===== src/rtl/calc_pkg.sv =====
// rtl/calc_pkg.sv - shared types and constants for the calculator sequencer
package calc_pkg;
    localparam int W    = 8;
    localparam int ITER = 8;

    typedef enum logic [1:0] {
        OP_ADD = 2'b00,
        OP_SUB = 2'b01,
        OP_MUL = 2'b10,
        OP_DIV = 2'b11
    } op_e;

    typedef enum logic [2:0] {
        IDLE,
        ADDSUB,
        MUL,
        DIV,
        DONE
    } state_e;
endpackage


===== src/rtl/calc_seq_if.sv =====
// rtl/calc_seq_if.sv - request/result bundle between a requester and calc_seq
interface calc_seq_if;
    import calc_pkg::*;

    logic           start;
    logic [1:0]     op;
    logic [W-1:0]   a;
    logic [W-1:0]   b;
    logic           busy;
    logic           done;
    logic [2*W-1:0] result;
    logic           ovf;
    logic           dbz;

    modport master (
        output start, op, a, b,
        input  busy, done, result, ovf, dbz
    );

    modport slave (
        input  start, op, a, b,
        output busy, done, result, ovf, dbz
    );
endinterface


===== src/rtl/calc_seq.sv =====
// rtl/calc_seq.sv - add/sub/mul/div sequencer driving an external 8-bit adder
module calc_seq
    import calc_pkg::*;
(
    input  logic         clk,
    input  logic         rst_n,
    calc_seq_if.slave    cif,
    output logic [W-1:0] adder_a,
    output logic [W-1:0] adder_b,
    output logic         adder_cin,
    input  logic [W-1:0] adder_s,
    input  logic         adder_cout,
    input  logic         adder_ovr
);
    localparam logic [2:0] LAST = 3'(ITER - 1);

    state_e         state;
    logic [W-1:0]   ra;
    logic [W-1:0]   rb;
    logic           sub_r;
    logic [W-1:0]   p;
    logic [W-1:0]   q;
    logic [2:0]     cnt;
    logic [2*W-1:0] result_r;
    logic           ovf_r;
    logic           dbz_r;

    logic [W-1:0]   mul_p;
    logic [W-1:0]   mul_q;
    logic [W-1:0]   div_rs;
    logic           div_ok;
    logic [W-1:0]   div_r;
    logic [W-1:0]   div_q;

    assign cif.busy   = (state != IDLE);
    assign cif.done   = (state == DONE);
    assign cif.result = result_r;
    assign cif.ovf    = ovf_r;
    assign cif.dbz    = dbz_r;

    // p doubles as the product high byte (mul) and the remainder (div)
    assign {mul_p, mul_q} = {adder_cout, adder_s, q[W-1:1]};
    assign div_rs = {p[W-2:0], q[W-1]};
    assign div_ok = p[W-1] | adder_cout;
    assign div_r  = div_ok ? adder_s : div_rs;
    assign div_q  = {q[W-2:0], div_ok};

    always_comb begin
        adder_a   = '0;
        adder_b   = '0;
        adder_cin = 1'b0;
        case (state)
            ADDSUB: begin
                adder_a   = ra;
                adder_b   = sub_r ? ~rb : rb;
                adder_cin = sub_r;
            end
            MUL: begin
                adder_a = p;
                adder_b = q[0] ? ra : '0;
            end
            DIV: begin
                adder_a   = div_rs;
                adder_b   = ~rb;
                adder_cin = 1'b1;
            end
            default: ;
        endcase
    end

    always_ff @(posedge clk or negedge rst_n) begin
        if (!rst_n) begin
            state    <= IDLE;
            ra       <= '0;
            rb       <= '0;
            sub_r    <= 1'b0;
            p        <= '0;
            q        <= '0;
            cnt      <= '0;
            result_r <= '0;
            ovf_r    <= 1'b0;
            dbz_r    <= 1'b0;
        end else begin
            case (state)
                IDLE: if (cif.start) begin
                    ra    <= cif.a;
                    rb    <= cif.b;
                    sub_r <= cif.op[0];
                    p     <= '0;
                    cnt   <= '0;
                    ovf_r <= 1'b0;
                    dbz_r <= 1'b0;
                    case (op_e'(cif.op))
                        OP_ADD, OP_SUB: begin
                            q     <= '0;
                            state <= ADDSUB;
                        end
                        OP_MUL: begin
                            q     <= cif.b;
                            state <= MUL;
                        end
                        default: begin
                            q <= cif.a;
                            if (cif.b == '0) begin
                                result_r <= '1;
                                dbz_r    <= 1'b1;
                                state    <= DONE;
                            end else begin
                                state <= DIV;
                            end
                        end
                    endcase
                end
                ADDSUB: begin
                    result_r <= {{W{1'b0}}, adder_s};
                    ovf_r    <= adder_ovr;
                    state    <= DONE;
                end
                MUL: begin
                    p   <= mul_p;
                    q   <= mul_q;
                    cnt <= cnt + 3'd1;
                    if (cnt == LAST) begin
                        result_r <= {mul_p, mul_q};
                        state    <= DONE;
                    end
                end
                DIV: begin
                    p   <= div_r;
                    q   <= div_q;
                    cnt <= cnt + 3'd1;
                    if (cnt == LAST) begin
                        result_r <= {div_r, div_q};
                        state    <= DONE;
                    end
                end
                default: state <= IDLE;
            endcase
        end
    end
endmodule


===== src/flat_wrapper.sv =====
// flat-port wrapper written by rule: the top's interface ports become plain ports
module calc_seq_flat import calc_pkg::*;
  (clk, rst_n, adder_a, adder_b, adder_cin, adder_s, adder_cout, adder_ovr, cif_start, cif_op, cif_a, cif_b, cif_busy, cif_done, cif_result, cif_ovf, cif_dbz);
  calc_seq_if cif_i ();
  input  logic clk;
  input  logic rst_n;
  output logic [W-1:0] adder_a;
  output logic [W-1:0] adder_b;
  output logic adder_cin;
  input  logic [W-1:0] adder_s;
  input  logic adder_cout;
  input  logic adder_ovr;
  input wire logic [$bits(cif_i.start)-1:0] cif_start;
  input wire logic [$bits(cif_i.op)-1:0] cif_op;
  input wire logic [$bits(cif_i.a)-1:0] cif_a;
  input wire logic [$bits(cif_i.b)-1:0] cif_b;
  output wire logic [$bits(cif_i.busy)-1:0] cif_busy;
  output wire logic [$bits(cif_i.done)-1:0] cif_done;
  output wire logic [$bits(cif_i.result)-1:0] cif_result;
  output wire logic [$bits(cif_i.ovf)-1:0] cif_ovf;
  output wire logic [$bits(cif_i.dbz)-1:0] cif_dbz;
  assign cif_i.start = cif_start;
  assign cif_i.op = cif_op;
  assign cif_i.a = cif_a;
  assign cif_i.b = cif_b;
  assign cif_busy = cif_i.busy;
  assign cif_done = cif_i.done;
  assign cif_result = cif_i.result;
  assign cif_ovf = cif_i.ovf;
  assign cif_dbz = cif_i.dbz;
  calc_seq u_core (.clk(clk), .rst_n(rst_n), .cif(cif_i), .adder_a(adder_a), .adder_b(adder_b), .adder_cin(adder_cin), .adder_s(adder_s), .adder_cout(adder_cout), .adder_ovr(adder_ovr));
endmodule

===== config.mk =====
export PLATFORM = sky130hd
export DESIGN_NAME = calc_seq_flat
export DESIGN_NICKNAME = d
export VERILOG_FILES = /design/src/rtl/calc_pkg.sv /design/src/rtl/calc_seq_if.sv /design/src/rtl/calc_seq.sv /design/src/flat_wrapper.sv
export SDC_FILE = /design/constraint.sdc
export NUM_CORES = 1
export LEC_CHECK = 0
export BUFFER_PORTS_ARGS = -buffer_cell sky130_fd_sc_hd__buf_2
export CAP_MARGIN = 20
export CORE_ASPECT_RATIO = 2
export CORE_MARGIN = 2
export CORE_UTILIZATION = 56
export DETAILED_ROUTE_END_ITERATION = 8
export GPL_ROUTABILITY_DRIVEN = 1
export GPL_TIMING_DRIVEN = 0
export PLACE_DENSITY_LB_ADDON = 0.05
export SLEW_MARGIN = 20
export SYNTH_ARGS = -nofsm -noshare
export SYNTH_HDL_FRONTEND = slang
export SYNTH_SLANG_ARGS = --single-unit
export TNS_END_PERCENT = 1

===== constraint.sdc =====
create_clock -name clk -period 4.2 [get_ports clk]
set_clock_uncertainty 0.15 [all_clocks]
set_input_delay 0.21 -clock clk [delete_from_list [all_inputs] [get_ports clk]]
set_output_delay 0.21 -clock clk [all_outputs]
set_load 0.01 [all_outputs]

==> results <==
- The maximum clock frequency is 425 MHz.
- The width of the chip is 58.2 µm.
- The number of antenna repair diodes is 0.
- The residual antenna-violating net count after detailed routing is 0.
- The maximum buffer depth of the clock tree is 2.
- Global routing finished with a remaining overflow of 0.
- Clock latency on the worst-skew pair, taken at its later pin, is 0.34 ns.
- Yosys attributes the largest share of cell area to dfrtp_1, mux2_2, mux2i_1, a2bb2oi_2, a21oi_1.
- The via count of the first global-routing pass is 2953.
- The number of buffers added by the clock tree synthesis step is 9.
- The type of destination of the critical path is an output port.
- The area of the mapped netlist is 3290 µm².
- The H-tree was split into 3 levels.
- Once the clock tree was built, the setup fixing pass inserted 0 buffers.
- Dividing the detail-routed wire length by the instance count gives 19.6 µm.
- For the worst setup path, the data required time is 3.84 ns.
- Headroom to the max-slew limit came out at 0.511.
- The floorplan step set the die height to 112 µm.
- The number of I/O pins is 68.
- In the final design database the tool counted 429 nets.
- The fraction of the core area covered by cells at the end of the flow is 0.724.
- The detailed router finished its first iteration with 153 violations.
- Summed over all cells, the static leakage comes to 1.86 nW.
- Among all cell types in the netlist, the one instantiated most often is dfrtp_1.
- The final-report hold violation count is 0.
- Of the available clock period, the critical path in the final layout requires 0.561.
- The data arrival time of the critical path is 1.99 ns.
- The total global-route track usage is 0.301.
- The DRC violation count after routing is 0.
- Each instance of the synthesized netlist takes up on average 10.8 µm².
- Routability-driven placement finished with a final weighted congestion of 0.850.
- The initial standard-cell utilization of the core is 0.577.
- The wire length of the first global-routing pass is 14.6 mm.
- The instance area after placement is 3700 µm².
- The total via count after detailed routing is 2811.
- The commonest cells after synthesis are dfrtp_1, nand2_1, a21oi_1, o21ai_0, mux2_2.
- The total die area is 6550 µm².
- The number of detailed-routing iterations run before antenna repair is 4.
- Subtracting the final worst setup slack from the clock period gives 2.35 ns.
- The average vias per placed instance is 6.08.
- The run finished with clean final reports.
- Synthesis inferred 57 register bits.
- CTS placed an instance of clkbuf_16 at the clock tree root.
- The share of flip-flops with an asynchronous set or reset after synthesis is 1.00.
- The max capacitance violation total is 0.
- Counting flops with a built-in enable in the synthesized netlist gives 0.
- After clock tree synthesis, the repair step resized 0 gates.
- The area overhead of the layout relative to synthesis is 25.5%.
- The setup check on the worst reg-to-reg path leaves a slack of 2.04 ns.
- The fraction of post-synthesis cell area in the top cell type by area is 0.433.
- The initialized floorplan defines 39 standard-cell rows.
- The number of different library cells in the post-synthesis netlist is 50.
- The sequential cell area is 1430 µm².
- In this run the worst hold path is classified as in -> reg.
- The initial antenna violation count is 0.
- The sum of internal, switching and leakage power is 3.34 mW.
- The highest fanout seen on the critical path is 10.
- The total negative slack for setup checks is 0 ns.
- The worst setup path is of the reg -> out kind.
- In the final layout, the multi-input gates occupy 1710 µm².
- The total count of max-transition violations in the final report is 0.
- Of the synthesized area, sequential elements account for 0.433.
- The worst setup timing slack at the placement stage is 2.03 ns.
- The most used flip-flop cell after synthesis is dfrtp_1.
- The wire-length estimate of the detail-placed layout is 6.61 mm.
- Once routing completed, OpenROAD measured the worst setup slack at 1.85 ns.
- TritonCTS built the clock tree.
- STA classifies the critical path startpoint as a register.
- The detailed-route wire length is 9.05 mm.
- Setup repair after global routing left no endpoint under its margin.
- IR analysis of the VDD net gives a maximum drop of 0.672 mV.
- The core region is 5710 µm².
- The share of layout cells above drive strength 1 is 0.379.
- Entering global routing, the biggest net connects 58 pins.
- The number of nets in the synthesized netlist is 338.
- Buffers placed on the I/O ports in this run total 66.
- The synthesis warning total is 0.
- Setup violations remaining at the end of the flow were counted as 0.
- The cell type with the highest aggregate area in the netlist is dfrtp_1.
- The clock net in this run drives a total of 57 sinks.
- The power density over the cells is 809 nW/µm².
- The instance count of the mapped netlist is 305.
- Summing all non-filler instances in the final layout gives an area of 4130 µm².
- After clock tree synthesis, the clock-pin slew on the worst setup and hold paths is 0.05 ns.
- For the pin with the worst max-slew slack, the measured transition is 0.734 ns.
- The fill cell total of the finished layout is 458.
[critical path: stages, from the launching register on]
cell and delay, ns:
dfrtp_1 0.33, buf_6 0.13, buf_2 0.24, clkbuf_1 0.37
a21oi_1 0.08, a211oi_1 0.31, buf_2 0.19
[final timing paths]
| kind | startpoint | to | cells after the start |
|---|---|---|---|
| worst max-delay path | u_core.state[0] | adder_a[0] | 6 |
| worst max register to register | u_core.cnt[0] | u_core.cif.result[0] | 6 |
| min in group asynchronous | rst_n | u_core.cif.dbz | 2 |
| max in group asynchronous | rst_n | u_core.p[7] | 2 |
| worst min-delay path | adder_ovr | u_core.cif.ovf | 2 |
| worst min register to register | u_core.cif.result[15] | u_core.cif.result[15] | 1 |
[report_power, final]
| part | switching (mW) | internal [mW] | total (mW) |
|---|---|---|---|
| sequential | 0.214 | 0.801 | 1.02 |
| clock | 0.252 | 0.457 | 0.709 |
| combinational | 0.834 | 0.783 | 1.62 |
| total | 1.30 | 2.04 | 3.34 |
[sequential cells by signal, indices dropped and copies added, names as in the netlist]
register	cells
u_core.cif.result	16
u_core.p	8
u_core.q	8
u_core.ra	8
u_core.rb	8
u_core.cnt	3
u_core.state	3
u_core.cif.dbz	1
u_core.cif.ovf	1
u_core.sub_r	1
[cell usage in the layout (no fill, tap or decap), drive strengths merged, types with 3 or more instances in the layout]
cell type / count
o21ai: 27
dlygate4sd3: 14
a2bb2oi: 13
xnor2: 8
a31o: 7
clkinv: 3
clkbuf: 19
nand2: 30
nand3: 3
a21oi: 26
or3: 3
a22o: 10
inv: 4
mux2i: 15
a211oi: 8
buf: 82
dfrtp: 57
mux2: 28
nor3: 3
nor2: 15
[final cells by class]
cell class              count  share of cell area
clock inverters             5              0.0136
repair buffers             80               0.114
inverters                   4             0.00363
plain buffers              24              0.0351
clock buffers              11              0.0563
well taps                  61              0.0185
flip-flops and latches     57               0.345
multi-input cells         220               0.413
[repair_timing]
item                                    CTS  global route
hold buffers                             14             0
hold endpoints to repair                 70             0
endpoints found under the setup margin    0             0
[metrics by stage]
stage / hold WS [ns] / instances
2_1_floorplan: -0.236 / 305
3_3_place_gp: 0.311 / 432
3_5_place_dp: 0.175 / 432
4_1_cts: 0.00159 / 462
5_1_grt: 0.0216 / 462
6_report: 0.0117 / 462
[per-layer routing]
| layer | wire [µm] | track usage |
|---|---|---|
| met1 | 3390 | 0.333 |
| met2 | 4690 | 0.501 |
| met3 | 445 | 0.0611 |
| met4 | 512 | 0.206 |
| met5 | 0 | 0 |
[kinds of logic after synthesis]
group | Yosys count | synth area share
adder cells (fa/ha/maj) | 2 | 0.00760
multiplexers | 43 | 0.150
AO/OA/AOI/OAI | 100 | 0.222
flip-flops | 57 | 0.433
AND/OR/NAND/NOR | 67 | 0.117
XOR/XNOR | 8 | 0.0213
buffers and inverters | 28 | 0.0486
(Power assumes the default switching activity.)
